$ cat src/rtl/fetch_ctrl.sv
// Instruction sequencer for a nibble-opcode machine: fetch, decode, branch resolution and halt.
// Strobes are decoded from the state register so the handshake and branch flags act in the same cycle.
module fetch_ctrl #(
  parameter int unsigned CNT_W   = 16,
  parameter logic [3:0]  OP_HALT = 4'hC
) (
  input  logic             Clk,
  input  logic             reset,
  input  logic             run,
  input  logic             resume,
  input  logic [3:0]       instr,
  input  logic [3:0]       oprnd,
  input  logic [7:0]       rom_data,
  input  logic             c_flag,
  input  logic             z_flag,
  input  logic             exec_ready,
  output logic             pc_inc,
  output logic             pc_load,
  output logic [11:0]      load_addr,
  output logic             fetch_en,
  output logic             exec_valid,
  output logic [3:0]       exec_op,
  output logic [3:0]       exec_arg,
  output logic             halted,
  output logic [2:0]       state,
  output logic [CNT_W-1:0] retired
);

  localparam logic [3:0] OP_JMP = 4'hF;
  localparam logic [3:0] OP_JC  = 4'hE;
  localparam logic [3:0] OP_JZ  = 4'hD;

  typedef enum logic [2:0] {
    S_IDLE   = 3'd0,
    S_FETCH  = 3'd1,
    S_DECODE = 3'd2,
    S_BRANCH = 3'd3,
    S_HALT   = 3'd4
  } state_t;

  state_t state_q;
  state_t state_d;
  logic   retire;
  logic   is_branch;
  logic   taken;
  state_t after_retire;

  assign state        = state_q;
  assign is_branch    = (instr == OP_JMP) || (instr == OP_JC) || (instr == OP_JZ);
  assign taken        = (instr == OP_JMP) || ((instr == OP_JC) && c_flag) ||
                        ((instr == OP_JZ) && z_flag);
  assign after_retire = run ? S_FETCH : S_IDLE;

  // Next-state and strobe decode; an instruction in flight always completes.
  always_comb begin
    state_d    = state_q;
    retire     = 1'b0;
    pc_inc     = 1'b0;
    pc_load    = 1'b0;
    load_addr  = 12'h000;
    fetch_en   = 1'b0;
    exec_valid = 1'b0;
    exec_op    = 4'h0;
    exec_arg   = 4'h0;
    halted     = 1'b0;
    case (state_q)
      S_IDLE: begin
        if (run) state_d = S_FETCH;
      end
      S_FETCH: begin
        fetch_en = 1'b1;
        pc_inc   = 1'b1;
        state_d  = S_DECODE;
      end
      S_DECODE: begin
        if (instr == OP_HALT) begin
          retire  = 1'b1;
          state_d = S_HALT;
        end else if (is_branch) begin
          state_d = S_BRANCH;
        end else begin
          exec_valid = 1'b1;
          exec_op    = instr;
          exec_arg   = oprnd;
          if (exec_ready) begin
            retire  = 1'b1;
            state_d = after_retire;
          end
        end
      end
      S_BRANCH: begin
        // Not-taken still bumps the PC past the address byte.
        if (taken) begin
          pc_load   = 1'b1;
          load_addr = {oprnd, rom_data};
        end else begin
          pc_inc = 1'b1;
        end
        retire  = 1'b1;
        state_d = after_retire;
      end
      S_HALT: begin
        halted = 1'b1;
        if (resume) state_d = after_retire;
      end
      default: state_d = S_IDLE;
    endcase
  end

  // State and retired-instruction counter.
  always_ff @(posedge Clk or posedge reset) begin
    if (reset) begin
      state_q <= S_IDLE;
      retired <= '0;
    end else begin
      state_q <= state_d;
      if (retire) retired <= retired + CNT_W'(1);
    end
  end

endmodule

$ cat config.mk
export PLATFORM = sky130hd
export DESIGN_NAME = fetch_ctrl
export DESIGN_NICKNAME = d
export VERILOG_FILES = /design/src/rtl/fetch_ctrl.sv
export SDC_FILE = /design/constraint.sdc
export NUM_CORES = 1
export LEC_CHECK = 0
export ABC_AREA = 1
export CAP_MARGIN = 10
export CORE_UTILIZATION = 35
export DETAILED_ROUTE_END_ITERATION = 10
export PLACE_DENSITY = 0.71
export SYNTH_ARGS = -nofsm -noshare
export SYNTH_HDL_FRONTEND = slang
export SYNTH_SLANG_ARGS = --single-unit
$ cat constraint.sdc
create_clock -name Clk -period 2.3 [get_ports Clk]
set_clock_uncertainty 0.15 [all_clocks]
set_input_delay 0.69 -clock Clk [delete_from_list [all_inputs] [get_ports Clk]]
set_output_delay 0.69 -clock Clk [all_outputs]
set_load 0.005 [all_outputs]
# Word-level counts from Yosys, hierarchy flattened
# Index checks and enable logic that the tools add are counted.
classes:
  n_addsub: 1
  n_mux: 28
  n_reduce_logical: 8
  eq_ne: 11
op_table:
  columns: ["cell", "count"]
  rows:
  - ["$mux 12", 2]
  - ["$mux 4", 6]
  - ["$add 16x1->16 const B", 1]
  - ["$eq 4x4->1 const B", 4]
  - ["$mux 3", 5]
  - ["$pmux 3 s5", 1]
  - ["$mux 1", 12]
  - ["$eq 3x2->1 const B", 2]
  - ["$logic_or 1x1->1", 4]
  - ["$ne 2x2->1 const B", 2]
  - ["$ne 4x4->1 const B", 1]
  - ["$pmux 1 s2", 2]
  - ["$eq 3x1->1 const B", 1]
  - ["$eq 3x3->1 const B", 1]
  - ["$logic_not 3->1", 1]
  - ["$reduce_and 3->1", 1]
  - ["$logic_and 1x1->1", 2]
word_totals:
  ff_bits: 19
  in_bits: 23

# Logic depth before layout (Yosys ltp)
# Gate-level depths: netlist of the first run.
logic_depth:
  depth_word: 6
  depth_mapped: 9
  depth_no_buf: 9

# Least setup slack after synthesis of the first run
# Ideal clock, no wire load.
synth_path:
  kind: "input to output"
  startpoint: "input port instr[2]"
  endpoint: "output port load_addr[10]"
  path_slack_ns: 0.012
  stages: 5
  t_arrival_ns: 1.448
  required_time_ns: 1.460
  cell_sequence: "nand2_1 a21oi_1 nand4_1 buf_2 nor2_1"
synth_via:
  elab_chain_len: 6
  word_cells_on_any_way: 9
  classes_between: "3 x eq/ne; 2 x mux; 4 x reduce/logical"
synth_lines:
  columns: ["item", "line_no", "text"]
  rows:
  - ["start: declaration", "11", "input logic [3:0] instr,"]
  - ["$eq 4x4->1", "50", "assign taken = (instr == OP_JMP) || ((instr == OP_JC) && c_flag) ||"]
  - ["$logic_and 1x1->1", "50", null]
  - ["$logic_or 1x1->1", "50", null]
  - ["$logic_or 1x1->1 *", "50", null]
  - ["$mux 12 *", "93", "if (taken) begin"]
  - ["$mux 12 *", "66", "case (state_q)"]
  - ["end: declaration", "19", "output logic [11:0] load_addr,"]
# Mark *: on every way between the ends. The rest lies on a longest branch, timed or not.

# Worst setup path in the final report of the first run
layout_path:
  startpoint: "input port instr[1]"
  endpoint: "output port load_addr[10]"
# Same word-level chain as after synthesis.

==> results of run 1 <==
## state kept, by name (all words and copies together), names as in the netlist
name     cells
state        3
retired     16
## kinds of logic (layout without fill, tap and decap cells)
kind of cell	count (synthesis)	after routing	synth area share, %
adders and majority gates	1	1	0.888
DFF	19	19	33.7
xor gates and xnor gates	7	7	4.35
and+or+nand+nor	125	125	39.3
buffers and inverters	46	145	13.9
AOI/OAI and AO/OA	20	20	7.73
## through the flow
| stage | hold WS [ps] | worst slack [ps] | setup TNS (ps) | total power, mW | cell area [µm²] |
|---|---|---|---|---|---|
| detailed placement | 428 | -905 | -21300 | 1.16 | 2210 |
| global route | 481 | -315 | -3470 | 1.60 | 2430 |
| floorplan | 403 | 11.9 | 0 | 0.822 | 1410 |
| finish | 445 | -245 | -2330 | 1.47 | 2430 |
| global placement | 431 | -846 | -20660 | 1.15 | 2210 |
| CTS | 450 | -271 | -2550 | 1.46 | 2350 |
## tightest hold or removal path, delay by kind of cell (launching register included)
| family | cells | cell delay [ps] |
|---|---|---|
| DFF | 1 | 420 |
| buffers and inverters | 1 | 60 |
| AOI/OAI and AO/OA | 1 | 70 |
## final cells by class
class | count | area share, %
sequential | 19 | 19.6
multi-input combinational | 153 | 34.0
timing repair buffer | 98 | 34.7
tap | 48 | 2.47
clock buffer | 3 | 1.70
clock inverter | 1 | 0.309
inverter | 43 | 7.26
## path summary, 6_finish.rpt
path | from | end | slack [ps]
min in group asynchronous | reset | retired[9]$_DFFE_PP0P_ | 600
hold / removal | retired[1]$_DFFE_PP0P_ | retired[1]$_DFFE_PP0P_ | 440
setup reg to reg | state[1]$_DFFE_PP0P_ | retired[11]$_DFFE_PP0P_ | 440
setup / recovery | instr[1] | load_addr[10] | -250
hold reg to reg | retired[1]$_DFFE_PP0P_ | retired[1]$_DFFE_PP0P_ | 440
max in group asynchronous | reset | state[1]$_DFFE_PP0P_ | 1190
## metal layers
| metal | vias to the layer above | global-route usage (%) | wire length, µm |
|---|---|---|---|
| met4 | 0 | 6.52 | 55 |
| met5 | - | 0 | 0 |
| li1 | 869 | - | - |
| met1 | 743 | 28.0 | 1840 |
| met3 | 7 | 3.13 | 222 |
| met2 | 47 | 34.9 | 2100 |
## Yosys cell counts, types with 2 or more instances
cell | number | area share (%)
nor2_1 | 39 | 10
nor3_1 | 2 | 0.71
nand2_1 | 59 | 16
nand2_4 | 2 | 1.6
o21ai_0 | 12 | 4.3
buf_8 | 2 | 2.1
nand4_1 | 11 | 4.9
nand3_1 | 8 | 2.8
inv_1 | 43 | 11
a21oi_1 | 4 | 1.4
xor2_1 | 7 | 4.4
dfrtp_1 | 19 | 34
## power groups by stage
stage                     Combinational, mW  Sequential [mW]  Clock (mW)
after floorplan                       0.361            0.461           0
after global placement                0.692            0.456           0
after detailed placement              0.700            0.457           0
after CTS                             0.759            0.450       0.251
after global routing                  0.870            0.464       0.270
final                                 0.781            0.449       0.241
## timing repair
action | 4_1_cts | 5_1_grt
buffers inserted | 15 | 3
setup endpoints to repair | 25 | 23
pin swaps | 11 | 10
gates cloned | 1 | 0
hold buffers | 0 | 0
resized for setup | 145 | 27
==> results by group, run 1 <==
Synth
  – Dominant synthesized flop cell: dfrtp_1
  – EDFF count, synth: 0
  – Post-synthesis async set-or-reset flop share: 100%
  – Yosys cell types: 22
  – Syn Area/Cell: 6.46 µm²
  – Flop and latch count out of synthesis: 19
  – Syn_nets: 242
  – YS warnings: 0
  – Post-Syn Area: 1410 µm²
  – Share of the yosys chip area belonging to registers: 33.7%
  – Syn Inst Count: 218

Final layout
  – Register area: 475 µm²
  – Finished Layout Cells: 365
  – Ant diodes: 0
  – Commonest non-fill, non-tap cell in the layout: nand2_1
  – Total Nets Final: 342
  – Footprint of the multi-input gates: 826 µm²
  – Fin util: 64.4%
  – Share of layout cells above drive strength 1: 29.3%
  – Area grow syn2layout: 72.4%
  – Filler cells: 342
  – Most frequent cells in the layout: 58 x nand2_1, 38 x inv_1, 35 x clkdlybuf4s50_1

CTS
  – Worst skew pair latency: 260 ps
  – CTS tree: done
  – H-tree depth: 1
  – Reg clk slew, reported paths: 80 ps
  – # clock sinks: 19
  – Clock Root Buffer: clkbuf_8
  – Maximum clock path buffer count: 2
  – Cts bufs inserted: 3

Min path
  – Type of the worst min-delay path: flop to flop
  – Hold Path Depth: 2

Setup path
  – Slowest-stage cell, CP: nand4_1
  – WP buf/inv: 6
  – Critical path depth: 9
  – Worst Path Required: 1460 ps
  – CP Cell Sequence: buf_6 > buf_6 > o22a_1 > nand4_1 > buf_6 > buf_6 > buf_6 > nor2_4 > buf_2
  – CP Capture Type: output pin
  – CP Max Fanout: 4
  – Most frequent CP cell: buf_6
  – Crit start category: primary input
  – WP data arrival: 1710 ps
  – Worst Setup Path Type: primary input to output pin
  – Worst-case reg-to-reg path depth: 10
  – CP delay by family, top: buffers and inverters
  – Max incr delay on CP: 170 ps

GRT
  – Largest net degree at the start of global routing: 28
  – GRT overflow: 0
  – All-Layer GR Usage: 21.1%
  – Vias in the first global route: 1579
  – Global-route wire length before repair: 7020 µm
  – Antenna violations before repair: 0

Placement
  – IO Port Bufs: 66
  – Placer congestion estimate: 0.839
  – Placed wire-length estimate: 2980 µm
  – Dpl cells: 345

STA
  – Final min period: 2550 ps
  – Slew Limit Fails: 0
  – PnR worst setup slack: -245 ps
  – # setup viols final: 22
  – Headroom to the max-slew limit: 78.5%
  – Hold Vio Cnt, Final: 0
  – Worst-Margin Slew: 322 ps
  – Tcrit/Tclk final: 111%
  – RSZ-0062 raised after global routing: true
  – Fmax: 393 MHz

Power
  – Register share of total power: 30.5%
  – PD cells: 606 nW/µm²
  – Power share of the clock group: 16.4%
  – Worst VDD drop: 0.427 mV
  – Sw Share: 38.8%
  – Pleak: 1.24 nW
  – Net load switching power: 571 µW
  – Internal power: 900 µW
  – Logic pwr share: 53.1%

Drt
  – DRC viols: 0
  – WL/cell: 11.6 µm
  – Drt total wl: 4220 µm
  – Via count: 1666
  – First drt pass iteration count: 4
  – DR iter-0 viols: 44
  – DR vias/cell: 4.56
  – Routed Antenna Nets: 0

Floorplanning
  – Num rows: 22
  – Initial Utilization: 37.4%
  – Die footprint: 4280 µm²
  – I/O pin count: 67
  – Core area: 3770 µm²
  – Die X: 65.4 µm
  – Chip height: 65.4 µm

Status
  – Failing checks: negative setup slack
  – Status: finished with violations

Job
  – Max Cap Viol: 0
Power figures use the tool's default switching activity.
==> run 2: changes to the inputs <==
--- a/config.mk
+++ b/config.mk
@@ -7,9 +7,9 @@
 export LEC_CHECK = 0
 export ABC_AREA = 1
 export CAP_MARGIN = 10
-export CORE_UTILIZATION = 35
+export CORE_UTILIZATION = 41
 export DETAILED_ROUTE_END_ITERATION = 10
-export PLACE_DENSITY = 0.71
+export PLACE_DENSITY = 0.81
 export SYNTH_ARGS = -nofsm -noshare
 export SYNTH_HDL_FRONTEND = slang
 export SYNTH_SLANG_ARGS = --single-unit
==> results by group, run 2 (synthesis results as in run 1) <==
Drt
  – Wire length on met3: 215 µm (was 222 µm)
  – WL/cell: 13.7 µm (was 11.6 µm)
  – DRC viols: 0 (unchanged)
  – M1 wire length: 1950 µm (was 1840 µm)
  – Met2 WL: 2670 µm (was 2100 µm)
  – First drt pass iteration count: 4 (unchanged)
  – DR iter-0 viols: 83 (was 44)
  – Routed Antenna Nets: 0 (unchanged)
  – DR vias/cell: 4.87 (was 4.56)
  – Via count: 1749 (was 1666)
  – Drt total wl: 4920 µm (was 4220 µm)
  – Highest Signal Layer: met4 (unchanged)

Min path
  – HP Start: retired[15]$_DFFE_PP0P_ (was retired[1]$_DFFE_PP0P_)
  – Hold Path Depth: 2 (unchanged)
  – WHS Endpoint: retired[15]$_DFFE_PP0P_ (was retired[1]$_DFFE_PP0P_)
  – Type of the worst min-delay path: flop to flop (unchanged)

Final layout
  – Footprint of the multi-input gates: 823 µm² (was 826 µm²)
  – Filler cells: 243 (was 342)
  – Most flop-heavy register: retired (unchanged)
  – Fin util: 75.6% (was 64.4%)
  – Commonest non-fill, non-tap cell in the layout: nand2_1 (unchanged)
  – Total Nets Final: 340 (was 342)
  – Share of layout cells above drive strength 1: 29.5% (was 29.3%)
  – Ant diodes: 0 (unchanged)
  – Most frequent cells in the layout: 58 x nand2_1, 36 x inv_1, 33 x clkdlybuf4s50_1 (was 58 x nand2_1, 38 x inv_1, 35 x clkdlybuf4s50_1)
  – Area grow syn2layout: 69.3% (was 72.4%)
  – Final Cell Area: 2380 µm² (was 2430 µm²)
  – Max reg flops: 16 (unchanged)
  – Register area: 475 µm² (unchanged)

Setup path
  – Crit start category: primary input (unchanged)
  – Setup slack, reg-to-reg: 340 ps (was 440 ps)
  – Slowest-stage cell, CP: nand4_1 (unchanged)
  – CP Cell Sequence: buf_8 > o22a_1 > nand4_1 > buf_6 > buf_6 > nor2_4 > buf_2 (was buf_6 > buf_6 > o22a_1 > nand4_1 > buf_6 > buf_6 > buf_6 > nor2_4 > buf_2)
  – Max incr delay on CP: 190 ps (was 170 ps)
  – Worst Path Required: 1460 ps (about the same)
  – WP buf/inv: 4 (was 6)
  – CP Capture Type: output pin (unchanged)
  – WP data arrival: 1670 ps (was 1710 ps)
  – Worst-case reg-to-reg path depth: 9 (was 10)
  – Worst Setup Path Type: primary input to output pin (unchanged)
  – Most frequent CP cell: buf_6 (unchanged)
  – Worst r2r src: state[1]$_DFFE_PP0P_ (unchanged)
  – CP delay by family, top: buffers and inverters (unchanged)
  – FF-to-FF End: retired[8]$_DFFE_PP0P_ (was retired[11]$_DFFE_PP0P_)
  – CP Max Fanout: 4 (unchanged)

Power
  – Net load switching power: 587 µW (was 571 µW)
  – PD cells: 596 nW/µm² (was 606 nW/µm²)
  – Sw Share: 41.3% (was 38.8%)
  – Worst VDD drop: 0.493 mV (was 0.427 mV)
  – Register share of total power: 31.6% (was 30.5%)
  – Power share of the clock group: 12.4% (was 16.4%)
  – Logic pwr share: 56.0% (was 53.1%)
  – Internal power: 835 µW (was 900 µW)
  – Pleak: 1.26 nW (was 1.24 nW)

GRT
  – All-Layer GR Usage: 24.4% (was 21.1%)
  – Largest net degree at the start of global routing: 28 (unchanged)
  – Global-route wire length before repair: 6610 µm (was 7020 µm)
  – Antenna violations before repair: 0 (unchanged)
  – Vias in the first global route: 1566 (was 1579)
  – GRT overflow: 0 (unchanged)

CTS
  – Cts bufs inserted: 3 (unchanged)
  – Worst skew pair latency: 310 ps (was 260 ps)
  – H-tree depth: 1 (unchanged)
  – Cts-stage hold buffer count: 0 (unchanged)
  – Reg clk slew, reported paths: 120 ps (was 80 ps)
  – Clock Root Buffer: clkbuf_4 (was clkbuf_8)
  – CTS tree: done (unchanged)
  – Maximum clock path buffer count: 2 (unchanged)
  – # clock sinks: 19 (unchanged)

STA
  – Tcrit/Tclk final: 109% (was 111%)
  – Tightest hold margin: 463 ps (was 445 ps)
  – PnR worst setup slack: -212 ps (was -245 ps)
  – Final setup TNS: -2340 ps (was -2330 ps)
  – Slew Limit Fails: 0 (unchanged)
  – Final min period: 2510 ps (was 2550 ps)
  – # setup viols final: 17 (was 22)
  – Fmax: 398 MHz (was 393 MHz)
  – Headroom to the max-slew limit: 79.6% (was 78.5%)
  – RSZ-0062 raised after global routing: true (unchanged)
  – Worst-Margin Slew: 306 ps (was 322 ps)
  – Hold Vio Cnt, Final: 0 (unchanged)

Floorplanning
  – I/O pin count: 67 (unchanged)
  – Initial Utilization: 44.7% (was 37.4%)
  – Die X: 60.6 µm (was 65.4 µm)
  – Die footprint: 3670 µm² (was 4280 µm²)
  – Chip height: 60.6 µm (was 65.4 µm)
  – Num rows: 20 (was 22)
  – Core area: 3150 µm² (was 3770 µm²)

Placement
  – IO Port Bufs: 66 (unchanged)
  – Placed wire-length estimate: 3150 µm (was 2980 µm)
  – Placed instance area: 2180 µm² (was 2210 µm²)
  – Placer congestion estimate: 0.822 (was 0.839)

Status
  – Status: finished with violations (unchanged)
  – Failing checks: negative setup slack (unchanged)

Job
  – Max Cap Viol: 0 (unchanged)
[run 2: cell types whose count changed in the layout (fill, tap and decap cells not counted), moves of 2 or more]
cell	previous run	this run
clkdlybuf4s50_1	35	33
clkbuf_8	3	0
inv_2	2	4
inv_4	1	3
clkbuf_4	0	3
buf_6	19	16
inv_1	38	36
buf_8	0	2
dlymetal6s2s_1	0	2
[run 2: how the worst max path moves through the flow]
| stage | startpoint | end | cells past startpoint |
|---|---|---|---|
| after floorplan | instr[2] | load_addr[10] | 5 |
| after global placement | instr[1] | load_addr[2] | 7 |
| after detailed placement | instr[1] | load_addr[0] | 7 |
| after CTS | instr[0] | load_addr[4] | 9 |
| after global routing | instr[1] | load_addr[11] | 7 |
| final | instr[1] | load_addr[11] | 7 |
[run 2: cell type report]
cell class,count,area share [%]
Sequential cell,19,19.9
Multi-Input combinational cell,153,34.5
Clock buffer,3,0.944
Clock inverter,1,0.210
Timing Repair Buffer,96,35.0
Inverter,43,7.08
Tap cell,44,2.31
[run 2: power by group through the flow]
stage	clock network (mW)	registers (mW)	logic [mW]
finish	0.176	0.449	0.797
global route	0.198	0.457	0.856
CTS	0.183	0.445	0.718
detailed placement	0	0.455	0.692
global placement	0	0.455	0.675
floorplan	0	0.461	0.361
[run 2: metal layers]
layer	GRT usage, %	vias up
met3	4.48	10
met2	42.9	63
met5	0	-
li1	-	875
met4	12.7	0
met1	28.4	801
[run 2: metrics by stage]
stage | power, mW | std cells | setup WS (ps)
after floorplan | 0.822 | 218 | 11.9
after global placement | 1.13 | 337 | -840
after detailed placement | 1.15 | 337 | -919
after CTS | 1.35 | 356 | -231
after global routing | 1.51 | 359 | -262
final | 1.42 | 359 | -212
[run 2: worst register-to-register path, delay by kind of cell, from the launching register on]
kind / cells / cell delay (ps)
DFF: 1 / 410
buffers and inverters: 4 / 530
and+or+nand+nor: 4 / 460
AOI/OAI and AO/OA: 1 / 320
[run 2: repair_timing]
| item | in CTS | in global routing |
|---|---|---|
| pin swaps | 12 | 10 |
| gates resized for setup | 144 | 32 |
| gates cloned | 1 | 0 |
| setup buffers | 14 | 4 |
| endpoints found under the setup margin | 25 | 25 |
==> run 3: changes to the inputs <==
--- a/config.mk
+++ b/config.mk
@@ -7,9 +7,11 @@
 export LEC_CHECK = 0
 export ABC_AREA = 1
 export CAP_MARGIN = 10
-export CORE_UTILIZATION = 41
+export CORE_UTILIZATION = 60
 export DETAILED_ROUTE_END_ITERATION = 10
-export PLACE_DENSITY = 0.81
+export DONT_BUFFER_PORTS = 1
+export PLACE_DENSITY = 0.77
 export SYNTH_ARGS = -nofsm -noshare
 export SYNTH_HDL_FRONTEND = slang
 export SYNTH_SLANG_ARGS = --single-unit
+export TNS_END_PERCENT = 1
==> results by group, run 3 (synthesis results as in run 1) <==
CTS
  – Cts-stage hold buffer count: 0 (unchanged)
  – H-tree depth: 1 (unchanged)
  – # clock sinks: 19 (unchanged)
  – Worst skew pair latency: 290 ps (was 310 ps)
  – Post-CTS Setup Bufs: 0 (was 14)
  – Reg clk slew, reported paths: 110 ps (was 120 ps)
  – CTS tree: done (unchanged)
  – Maximum clock path buffer count: 2 (unchanged)
  – Cts bufs inserted: 3 (unchanged)
  – Clock Root Buffer: clkbuf_4 (unchanged)

GRT
  – Largest net degree at the start of global routing: 28 (unchanged)
  – Antenna violations before repair: 0 (unchanged)
  – GRT overflow: 0 (unchanged)
  – Global-route wire length before repair: 5210 µm (was 6610 µm)
  – All-Layer GR Usage: 26.6% (was 24.4%)
  – Vias in the first global route: 1184 (was 1566)

STA
  – Worst-Margin Slew: 716 ps (was 306 ps)
  – Hold Vio Cnt, Final: 0 (unchanged)
  – Tightest hold margin: 233 ps (was 463 ps)
  – Headroom to the max-slew limit: 52.2% (was 79.6%)
  – Slew Limit Fails: 0 (unchanged)
  – Fmax: 444 MHz (was 398 MHz)
  – Final min period: 2250 ps (was 2510 ps)
  – Tcrit/Tclk final: 97.9% (was 109%)
  – PnR worst setup slack: 47.4 ps (was -212 ps)
  – # setup viols final: 0 (was 17)

Setup path
  – WP data arrival: 1410 ps (was 1670 ps)
  – Worst Path Required: 1460 ps (about the same)
  – CP Capture Type: output pin (unchanged)
  – Crit start category: primary input (unchanged)
  – Worst Setup Path Type: primary input to output pin (unchanged)
  – CP Max Fanout: 13 (was 4)

Placement
  – IO Port Bufs: 0 (was 66)
  – Placer congestion estimate: 0.818 (was 0.822)
  – Placed instance area: 1430 µm² (was 2180 µm²)
  – Dpl cells: 246 (was 337)
  – Placed wire-length estimate: 2500 µm (was 3150 µm)
  – Setup slack after placement: 89.3 ps (was -919 ps)

Final layout
  – Most flop-heavy register: retired (unchanged)
  – Final Cell Area: 1480 µm² (was 2380 µm²)
  – Filler cells: 212 (was 243)
  – Ant diodes: 0 (unchanged)
  – Total Nets Final: 247 (was 340)
  – Area grow syn2layout: 5.24% (was 69.3%)
  – Most frequent cells in the layout: 59 x nand2_1, 42 x inv_1, 33 x nor2_1 (was 58 x nand2_1, 36 x inv_1, 33 x clkdlybuf4s50_1)
  – Commonest non-fill, non-tap cell in the layout: nand2_1 (unchanged)
  – Fin util: 67.0% (was 75.6%)
  – Finished Layout Cells: 250 (was 359)
  – Share of layout cells above drive strength 1: 9.46% (was 29.5%)
  – Max reg flops: 16 (unchanged)
  – Register area: 477 µm² (was 475 µm²)
  – Footprint of the multi-input gates: 757 µm² (was 823 µm²)

Drt
  – DR iter-0 viols: 35 (was 83)
  – WL/cell: 13.0 µm (was 13.7 µm)
  – Routed Antenna Nets: 0 (unchanged)
  – Via count: 1320 (was 1749)
  – Drt total wl: 3260 µm (was 4920 µm)
  – DR vias/cell: 5.28 (was 4.87)
  – First drt pass iteration count: 4 (unchanged)
  – DRC viols: 0 (unchanged)

Power
  – PD cells: 717 nW/µm² (was 596 nW/µm²)
  – Worst VDD drop: 0.462 mV (was 0.493 mV)
  – Pleak: 0.778 nW (was 1.26 nW)

Floorplanning
  – Die footprint: 2550 µm² (was 3670 µm²)
  – Num rows: 17 (was 20)
  – I/O pin count: 67 (unchanged)
  – Chip height: 50.5 µm (was 60.6 µm)
  – Core area: 2210 µm² (was 3150 µm²)
  – Initial Utilization: 63.7% (was 44.7%)
  – Die X: 50.5 µm (was 60.6 µm)

Min path
  – Type of the worst min-delay path: primary input to async pin (was flop to flop)

Status
  – Status: complete, no violations (was finished with violations)

Job
  – Max Cap Viol: 0 (unchanged)
[run 3: power by group]
part           leakage [nW]  internal (mW)  switching (mW)  total (mW)
Sequential            0.256          0.387          0.0957       0.483
Combinational         0.507          0.126           0.281       0.407
Clock                0.0150         0.0675           0.106       0.174
Total                 0.778          0.580           0.483        1.06
[run 3: what timing repair did]
item	in CTS	in global routing
gates cloned	0	0
resized for setup	1	9
setup endpoints to repair	12	15
[run 3: final timing paths]
path	from	to	slack, ps	cells after the start
max	instr[2]	load_addr[5]	50	5
min	reset	retired[10]$_DFFE_PP0P_	230	1
max reg2reg	retired[0]$_DFFE_PP0P_	retired[10]$_DFFE_PP0P_	390	8
min reg2reg	retired[1]$_DFFE_PP0P_	retired[1]$_DFFE_PP0P_	480	2
max in group asynchronous	reset	state[1]$_DFFE_PP0P_	1270	1
min in group Clk	run	state[0]$_DFFE_PP0P_	410	2
[run 3: final cells by class]
| cell class | count | share of cell area [%] |
|---|---|---|
| multi-input combinational | 153 | 51.1 |
| clock buffer | 4 | 1.77 |
| inverter | 43 | 10.9 |
| sequential | 19 | 32.2 |
| timing repair buffer | 3 | 1.77 |
| tap | 28 | 2.36 |
[run 3: routing by layer]
| metal | part of all wire, % | GRT usage (%) |
|---|---|---|
| met2 | 52 | 44.7 |
| met1 | 43 | 34.5 |
| met5 | 0 | 0 |
| met3 | 4.8 | 5.15 |
| met4 | 0.98 | 7.41 |
[run 3: per-stage QoR]
step	power, mW	setup TNS [ps]
6_report	1.06	0
5_1_grt	1.14	-0.910
4_1_cts	1.05	0
3_5_place_dp	0.876	0
3_3_place_gp	0.847	0
2_1_floorplan	0.822	0
[run 3: worst max-delay path: stages]
cell and delay [ps]:
nand2_1 60, a21oi_1 190, nand4_1 160, buf_6 180, nor2_1 130
